$ cat src/rtl/trans_serializer.sv
// Buffers 128-bit transactions in a FIFO and serializes each one MSB byte first
// over a ready/valid byte stream, with drop and transmit accounting.
module trans_serializer #(
   parameter int unsigned FIFO_DEPTH = 8
) (
   input  logic                          clk,
   input  logic                          rst_n,
   input  logic [127:0]                  data_i,
   input  logic                          valid_i,
   output logic [7:0]                    byte_o,
   output logic                          byte_valid_o,
   input  logic                          byte_ready_i,
   output logic [$clog2(FIFO_DEPTH):0]   fifo_level_o,
   output logic                          overflow_o,
   output logic [15:0]                   drop_cnt_o,
   output logic [15:0]                   tx_cnt_o
);

   localparam int unsigned PW = $clog2(FIFO_DEPTH);
   localparam int unsigned LW = PW + 1;
   localparam logic [LW-1:0] DEPTH_L = LW'(FIFO_DEPTH);

   typedef enum logic {IDLE, SEND} state_e;

   state_e           state_q, state_d;
   logic [127:0]     mem_q [FIFO_DEPTH];
   logic [PW-1:0]    wr_ptr_q, wr_ptr_d;
   logic [PW-1:0]    rd_ptr_q, rd_ptr_d;
   logic [LW-1:0]    level_q, level_d;
   logic [127:0]     shift_q, shift_d;
   logic [3:0]       idx_q, idx_d;
   logic             overflow_q, overflow_d;
   logic [15:0]      drop_cnt_q, drop_cnt_d;
   logic [15:0]      tx_cnt_q, tx_cnt_d;

   logic             last_byte;
   logic             pop;
   logic             push;
   logic             drop;

   // A pop frees a slot in the same cycle, so a push at full level is still accepted.
   assign last_byte = (state_q == SEND) && byte_ready_i && (idx_q == 4'hF);
   assign pop       = (level_q != '0) && ((state_q == IDLE) || last_byte);
   assign push      = valid_i && ((level_q != DEPTH_L) || pop);
   assign drop      = valid_i && !push;

   always_ff @(posedge clk or negedge rst_n) begin
      if (!rst_n) begin
         state_q <= IDLE;
      end else begin
         state_q <= state_d;
      end
   end

   always_comb begin
      state_d = state_q;
      case (state_q)
         IDLE:    if (level_q != '0) state_d = SEND;
         SEND:    if (last_byte && (level_q == '0)) state_d = IDLE;
         default: state_d = IDLE;
      endcase
   end

   always_comb begin
      shift_d    = shift_q;
      idx_d      = idx_q;
      wr_ptr_d   = wr_ptr_q;
      rd_ptr_d   = rd_ptr_q;
      level_d    = level_q;
      overflow_d = overflow_q;
      drop_cnt_d = drop_cnt_q;
      tx_cnt_d   = tx_cnt_q;

      if (pop) begin
         shift_d  = mem_q[rd_ptr_q];
         idx_d    = '0;
         rd_ptr_d = rd_ptr_q + PW'(1);
      end else if ((state_q == SEND) && byte_ready_i && !last_byte) begin
         shift_d = {shift_q[119:0], 8'h00};
         idx_d   = idx_q + 4'd1;
      end

      if (push) wr_ptr_d = wr_ptr_q + PW'(1);
      if (push && !pop) level_d = level_q + LW'(1);
      else if (pop && !push) level_d = level_q - LW'(1);

      if (drop) begin
         overflow_d = 1'b1;
         if (drop_cnt_q != '1) drop_cnt_d = drop_cnt_q + 16'd1;
      end
      if (last_byte) tx_cnt_d = tx_cnt_q + 16'd1;
   end

   always_ff @(posedge clk or negedge rst_n) begin
      if (!rst_n) begin
         shift_q    <= '0;
         idx_q      <= '0;
         wr_ptr_q   <= '0;
         rd_ptr_q   <= '0;
         level_q    <= '0;
         overflow_q <= 1'b0;
         drop_cnt_q <= '0;
         tx_cnt_q   <= '0;
      end else begin
         shift_q    <= shift_d;
         idx_q      <= idx_d;
         wr_ptr_q   <= wr_ptr_d;
         rd_ptr_q   <= rd_ptr_d;
         level_q    <= level_d;
         overflow_q <= overflow_d;
         drop_cnt_q <= drop_cnt_d;
         tx_cnt_q   <= tx_cnt_d;
      end
   end

   always_ff @(posedge clk) begin
      if (push) mem_q[wr_ptr_q] <= data_i;
   end

   assign byte_o       = shift_q[127:120];
   assign byte_valid_o = (state_q == SEND);
   assign fifo_level_o = level_q;
   assign overflow_o   = overflow_q;
   assign drop_cnt_o   = drop_cnt_q;
   assign tx_cnt_o     = tx_cnt_q;

endmodule

$ cat config.mk
export PLATFORM = sky130hd
export DESIGN_NAME = trans_serializer
export DESIGN_NICKNAME = d
export VERILOG_FILES = /design/src/rtl/trans_serializer.sv
export SDC_FILE = /design/constraint.sdc
export NUM_CORES = 1
export LEC_CHECK = 0
export ABC_AREA = 0
export ABC_CLOCK_PERIOD_IN_PS = 40500
export BUFFER_PORTS_ARGS = -buffer_cell sky130_fd_sc_hd__buf_2
export CAP_MARGIN = 5
export CORE_ASPECT_RATIO = 0.6
export CORE_MARGIN = 2
export CORE_UTILIZATION = 66
export DETAILED_ROUTE_END_ITERATION = 10
export PLACE_DENSITY = 0.84
export SYNTH_ARGS = -nofsm -noshare
export SYNTH_HDL_FRONTEND = slang
export SYNTH_SLANG_ARGS = --single-unit
$ cat constraint.sdc
create_clock -name clk -period 40.5 [get_ports clk]
set_input_delay 4.05 -clock clk [delete_from_list [all_inputs] [get_ports clk]]
set_output_delay 4.05 -clock clk [all_outputs]
set_load 0.03 [all_outputs]
==> flow_summary.ini, run 1 <==
[timing]
tightestPinTransition_ps = 1037
timing.final.crit_share = 0.1755
relSlewSlack = 0.3087
setup_viol = 0
tns_ps = 0
period_needed_ps = 7109
skew_ps = 24.62
rsz0062_at_grt = false
fmax_mhz = 140.7
worst_slack_ps = 33390
finalHoldViolations = 0
slew_viol_final = 0

[critical_path]
slowest_stage = buf_4
critPathLaunchType = input port
path_buf_inv = 4
crit_path_start = byte_ready_i
r2r_slack_ps = 35610
path_cells = buf_2, nand4_4, nand3_1, nand2_1, inv_2, nand2_1, nor2_4, buf_4, buf_4
r2r-end = shift_q[69]$_DFFE_PN0P_
path_delay_family = buffers and inverters
reg2reg_depth = 7
cp_max_fo = 56
crit_type = in2reg
arrival_ps = 7390
crit_required_ps = 40780
r2r-start = rd_ptr_q[0]$_DFFE_PN0N_
cp-end-kind = flip-flop
max_stage_delay_ps = 860

[synthesis]
yosysSeqAreaShare = 0.7582
synthSimpleGateAreaFrac = 0.04893
syn_avg_cell_area_um2 = 19.37
syn_inst = 2394
synth_top_family_by_area = multiplexers
synth-edff-count = 1024
syn_area_mm2 = 0.04636
synth.area.mux_share = 0.1273
syn-num-nets = 2535
synth-compound-area-share = 0.03719
synthAdderAreaFrac = 0.002591
yosysUniqueCellTypes = 40
async_flop_share = 0.1467
synthXorXnorAreaFrac = 0.007557
ys_ff_latch = 1200
ys.flop_type = edfxtp_1
yosysWarnings = 0

[clock_network]
cts_setup_buffers = 0
cts_root_buf = clkbuf_16
ctsHtreeMaxLevel = 3
cts_hold_buffers = 0
cts_tree = done
cts.path.max_buffers = 3
clock-sinks = 1200
cts.clk_slew.worst_paths_ps = 60
post_cts_resized = 0
cts_made_buffers = 101
insertion_delay_ps = 680

[floorplanning]
coreArea_mm2 = 0.06972
start_util = 0.6649
chipWidth_um = 346.2
rows = 75
ios = 178
die_h_um = 209.3
die_area_mm2 = 0.07245

[min_path]
min-delay-path-class = reg2reg
holdPathEnd = overflow_o$_DFFE_PN0P_
hp-start = overflow_o$_DFFE_PN0P_
hold_path_depth = 1

[global_route]
grt.overflow.total = 0
grt_pass1_wl_mm = 156.8
groute.usage.overall = 0.2915
grt_max_degree = 148
antenna_found_initial = 24
grt_pass1_vias = 24950

[drt]
ant_nets = 0
vias_per_cell = 6.737
dr.first_iter.drc_count = 3225
wl_per_cell_um = 28.74
drc = 0
via_count = 24090
firstDrtPassIters = 6
wirelength_mm = 102.8

[placed_design]
dp_hpwl_mm = 50.71
portBuffers = 177
post-place-ws_ps = 32700
placed_area_mm2 = 0.04797
gp_congestion = 0.7757

[cells_and_area]
design_area_mm2 = 0.05152
drive_above_1_share = 0.2440
syn_to_final_growth_pct = 11.13
nNetsFinal = 2688
fillerInstances = 3716

[power]
p_per_area_mw_per_mm2 = 66.90
totalPowerFinal_mw = 3.447
ir_drop_uv = 55.55
power.leakage_nw = 17.30

[outcome]
outcome = finished, final reports clean

[flow_run]
cap_violations = 0
[registers in the layout (all words and copies together) (netlist names)]
| signal | flops |
|---|---|
| byte_valid_o | 1 |
| drop_cnt_o | 16 |
| fifo_level_o | 4 |
| idx_q | 4 |
| mem_q | 1024 |
| overflow_o | 1 |
| rd_ptr_q | 3 |
| shift_q | 128 |
| tx_cnt_o | 16 |
| wr_ptr_q | 3 |
[layout by cell type, fill, tap and decap left out, drive strengths merged, types with 3 or more instances in the layout]
master    Yosys  layout
a211oi      120     120
a21oi         3       3
a31oi       120     120
and2          3       3
and3          6       6
buf         117     201
bufinv        0      16
clkbuf       35     125
clkinv        0      43
clkinvlp      0       5
dfrtp       176     176
diode         0      17
edfxtp     1024    1024
ha            8       8
inv           3       6
mux2          4       4
mux2i         9       9
mux4        256     256
nand2       267     267
nand3        20      20
nand4        11      11
nor2         10      10
nor2b       120     120
nor3         10      10
nor3b         5       5
nor4         10      10
nor4b         3       3
o21ai         9       9
xnor2        17      17
xor2         23      23
[final cells by class]
type	count	area [um^2]	area share
Timing Repair Buffer	202	1207	0.02343
Antenna cell	17	42.54	0.0008257
Inverter	3	18.77	0.0003643
Tap cell	924	1156	0.02244
Clock buffer	124	2748	0.05333
Clock inverter	67	765.7	0.01486
Multi-Input combinational cell	1039	10420	0.2022
Sequential cell	1200	35170	0.6825
[metrics by stage]
| step | cells | util | hold slack, ps |
|---|---|---|---|
| 2_1_floorplan | 2394 | - | 468.7 |
| 3_3_place_gp | 3368 | 0.6880 | 445.0 |
| 3_5_place_dp | 3368 | 0.6880 | 448.7 |
| 4_1_cts | 3559 | 0.7383 | 462.9 |
| 5_1_grt | 3568 | 0.7387 | 474.2 |
| 6_report | 3576 | 0.7390 | 460.9 |
[worst max-delay path by stage]
stage,to,slack (ps),cells after the start
CTS,mem_q[7][83]$_DFFE_PP_,33380,9
global route,mem_q[7][83]$_DFFE_PP_,33140,9
floorplan,mem_q[1][0]$_DFFE_PP_,22100,4
global placement,mem_q[7][4]$_DFFE_PP_,32740,9
finish,mem_q[7][83]$_DFFE_PP_,33390,9
detailed placement,mem_q[7][4]$_DFFE_PP_,32700,9
[where the power goes]
part	internal [mW]	total, mW	leakage, nW	switching, mW
registers	1.57	1.69	11.6	0.119
logic	0.320	0.732	3.96	0.412
clock network	0.586	1.03	1.72	0.442
total	2.47	3.45	17.3	0.973
[routing by layer]
metal	track usage	routed length (um)	up-vias
met5	0	91	-
met4	0.08779	2392	16
met3	0.06816	10530	218
met2	0.4598	51340	1465
met1	0.4179	38430	12460
li1	-	-	9927
[kinds of logic (layout without fill, tap and decap cells)]
| group | Yosys count | in the layout |
|---|---|---|
| other cells | 0 | 17 |
| fa+ha+maj | 9 | 9 |
| xor+xnor | 40 | 40 |
| simple gates | 468 | 468 |
| flops | 1200 | 1200 |
| mux | 269 | 269 |
| buf+inv | 155 | 396 |
| compound gates | 253 | 253 |
[cell usage after synthesis (12+ instances only)]
library cell | number | share of area
edfxtp_1 | 1024 | 0.66
nand2_1 | 267 | 0.022
mux4_2 | 256 | 0.12
dfrtp_1 | 176 | 0.095
a211oi_1 | 120 | 0.019
a31oi_1 | 120 | 0.016
nor2b_1 | 120 | 0.016
buf_2 | 78 | 0.0084
clkbuf_1 | 35 | 0.0028
xor2_1 | 23 | 0.0043
buf_4 | 20 | 0.0032
nand3_1 | 19 | 0.0021
xnor2_1 | 17 | 0.0032
buf_6 | 12 | 0.0029
(Power assumes the default switching activity.)
==> run 2, diff against run 1 <==
ABC_CLOCK_PERIOD_IN_PS = 7020   (was 40500)
CORE_UTILIZATION = 61   (was 66)
PLACE_DENSITY = 0.79   (was 0.84)
clock period = 7.02 ns   (was 40.5 ns; I/O delays follow)
==> flow_summary.ini, run 2 (same netlist as run 1, synthesis figures left out) <==
[cells_and_area]
reg.largest.list = mem_q: 1024 flops, shift_q: 128 flops
largest_reg_flops = 1024
nNetsFinal = 2698
final_cell_mix = 1024 x edfxtp_1, 266 x nand2_1, 256 x mux4_2
multi_input_area_mm2 = 0.01044
fillerInstances = 4550
top_register = mem_q
stdcell_count = 3663
fin_util = 0.6843
seqCellArea_mm2 = 0.03517
layout_commonest_cell = edfxtp_1
syn_to_final_growth_pct = 11.36
drive_above_1_share = 0.2482

[critical_path]
r2r-start = idx_q[0]$_DFFE_PN0P_
crit_required_ps = 7320
critPathLaunchType = flip-flop
crit_type = reg2reg
slowest_stage = nor2_4
arrival_ps = 3760
path_cells = ha_1, nand4_4, nand3_1, nand2_1, inv_2, nand2_1, nor2_4, buf_12
max_stage_delay_ps = 830
r2r_slack_ps = 3560
r2r-end = mem_q[7][36]$_DFFE_PP_
cp_max_fo = 103
cp-end-kind = flip-flop
reg2reg_depth = 8
crit_top_cell = nand2_1
crit_path_start = idx_q[0]$_DFFE_PN0P_

[drt]
vias_per_cell = 6.404
ant_nets = 0
via_count = 23460
wl_per_cell_um = 26.77
wirelength_mm = 98.07
firstDrtPassIters = 7
dr.first_iter.drc_count = 2522
drc = 0

[flow_run]
cap_violations = 0

[floorplanning]
rows = 78
die_h_um = 217.5
die_area_mm2 = 0.07830
start_util = 0.6146
ios = 178
chipWidth_um = 359.9
coreArea_mm2 = 0.07544

[power]
power_frac_seq = 0.492
p_sw_mw = 5.466
ir_drop_uv = 246.5
p_per_area_mw_per_mm2 = 379.3
comb_power_share = 0.214
power.leakage_nw = 17.32
totalPowerFinal_mw = 19.58
p_int_mw = 14.12
switching_share = 0.2792
clockPowerShare = 0.294

[clock_network]
cts_hold_buffers = 0
insertion_delay_ps = 690
cts_root_buf = clkbuf_16
clock-sinks = 1200
cts_tree = done
cts_made_buffers = 102
post_cts_resized = 0
cts_setup_buffers = 0
cts.clk_slew.worst_paths_ps = 60
cts.path.max_buffers = 3
ctsHtreeMaxLevel = 3

[timing]
period_needed_ps = 3460
skew_ps = 46.29
finalHoldViolations = 0
timing.final.crit_share = 0.4929
tightestPinTransition_ps = 1086
rsz0062_at_grt = false
slew_viol_final = 0
relSlewSlack = 0.2759
setup_viol = 0
fmax_mhz = 289.0

[global_route]
grt_most_used_layer = met2
antenna_found_initial = 28
grt.overflow.total = 0
use_met3 = 0.06605
groute.usage.overall = 0.2569
grt_max_degree = 154
grt_use_met2 = 0.4045
grt_pass1_wl_mm = 149.7
met1_usage = 0.3642
grt_pass1_vias = 24350

[outcome]
outcome = finished, final reports clean

[placed_design]
gp_congestion = 0.7650
dp_hpwl_mm = 51.43
portBuffers = 177
dp.cells = 3453

[min_path]
min-delay-path-class = in2async
## run 2: cell count changes in the layout (fill, tap and decap cells not counted), sizes merged, moves of 2 or more
cell      change
buf           +9
clkinvlp      +2
inv           +3
clkinv        -8
bufinv        -6
clkbuf       +12
## run 2: layout make-up
class,instances,area share
Sequential cell,1200,0.6811
Inverter,3,0.0003635
Clock inverter,58,0.01200
Tap cell,1000,0.02424
Clock buffer,136,0.05465
Multi-Input combinational cell,1039,0.2021
Timing Repair Buffer,211,0.02470
Antenna cell,16,0.0007755
## run 2: worst max-delay path by stage
stage	end	slack (ps)	cells after the start
after floorplan	mem_q[6][0]$_DFFE_PP_	-4350	6
after global placement	mem_q[7][66]$_DFFE_PP_	3440	8
after detailed placement	mem_q[7][65]$_DFFE_PP_	3380	8
after CTS	mem_q[7][36]$_DFFE_PP_	3540	8
after global routing	mem_q[7][36]$_DFFE_PP_	3350	8
final	mem_q[7][36]$_DFFE_PP_	3560	8
## run 2: worst max-delay path, delay by kind of cell, from the launching register on
family	cells	cell delay (ps)
simple gates	5	1510
buf+inv	2	810
flops	1	390
fa+ha+maj	1	270
## run 2: stage by stage
step	hold slack (ps)	worst slack [ps]	setup TNS (ps)	cell area, um^2
final	45.82	3560	0	51630
after detailed placement	456.8	3382	0	48150
after floorplan	406.4	-4346	-2923120	46370
after CTS	60.44	3536	0	51590
after global placement	446.5	3440	0	48150
after global routing	80.06	3355	0	51600
## run 2: metal layers
metal	vias up	routed length, um
li1	9940	-
met1	12320	39580
met2	1013	47060
met3	165	9359
met4	22	1945
met5	-	125
## run 2: power groups by stage
stage	Sequential (mW)	Clock [mW]	Combinational (mW)
3_3_place_gp	9.68	0	4.12
6_report	9.64	5.76	4.19
2_1_floorplan	9.74	0	3.25
5_1_grt	9.74	6.11	4.53
4_1_cts	9.64	5.84	4.24
3_5_place_dp	9.76	0	4.21
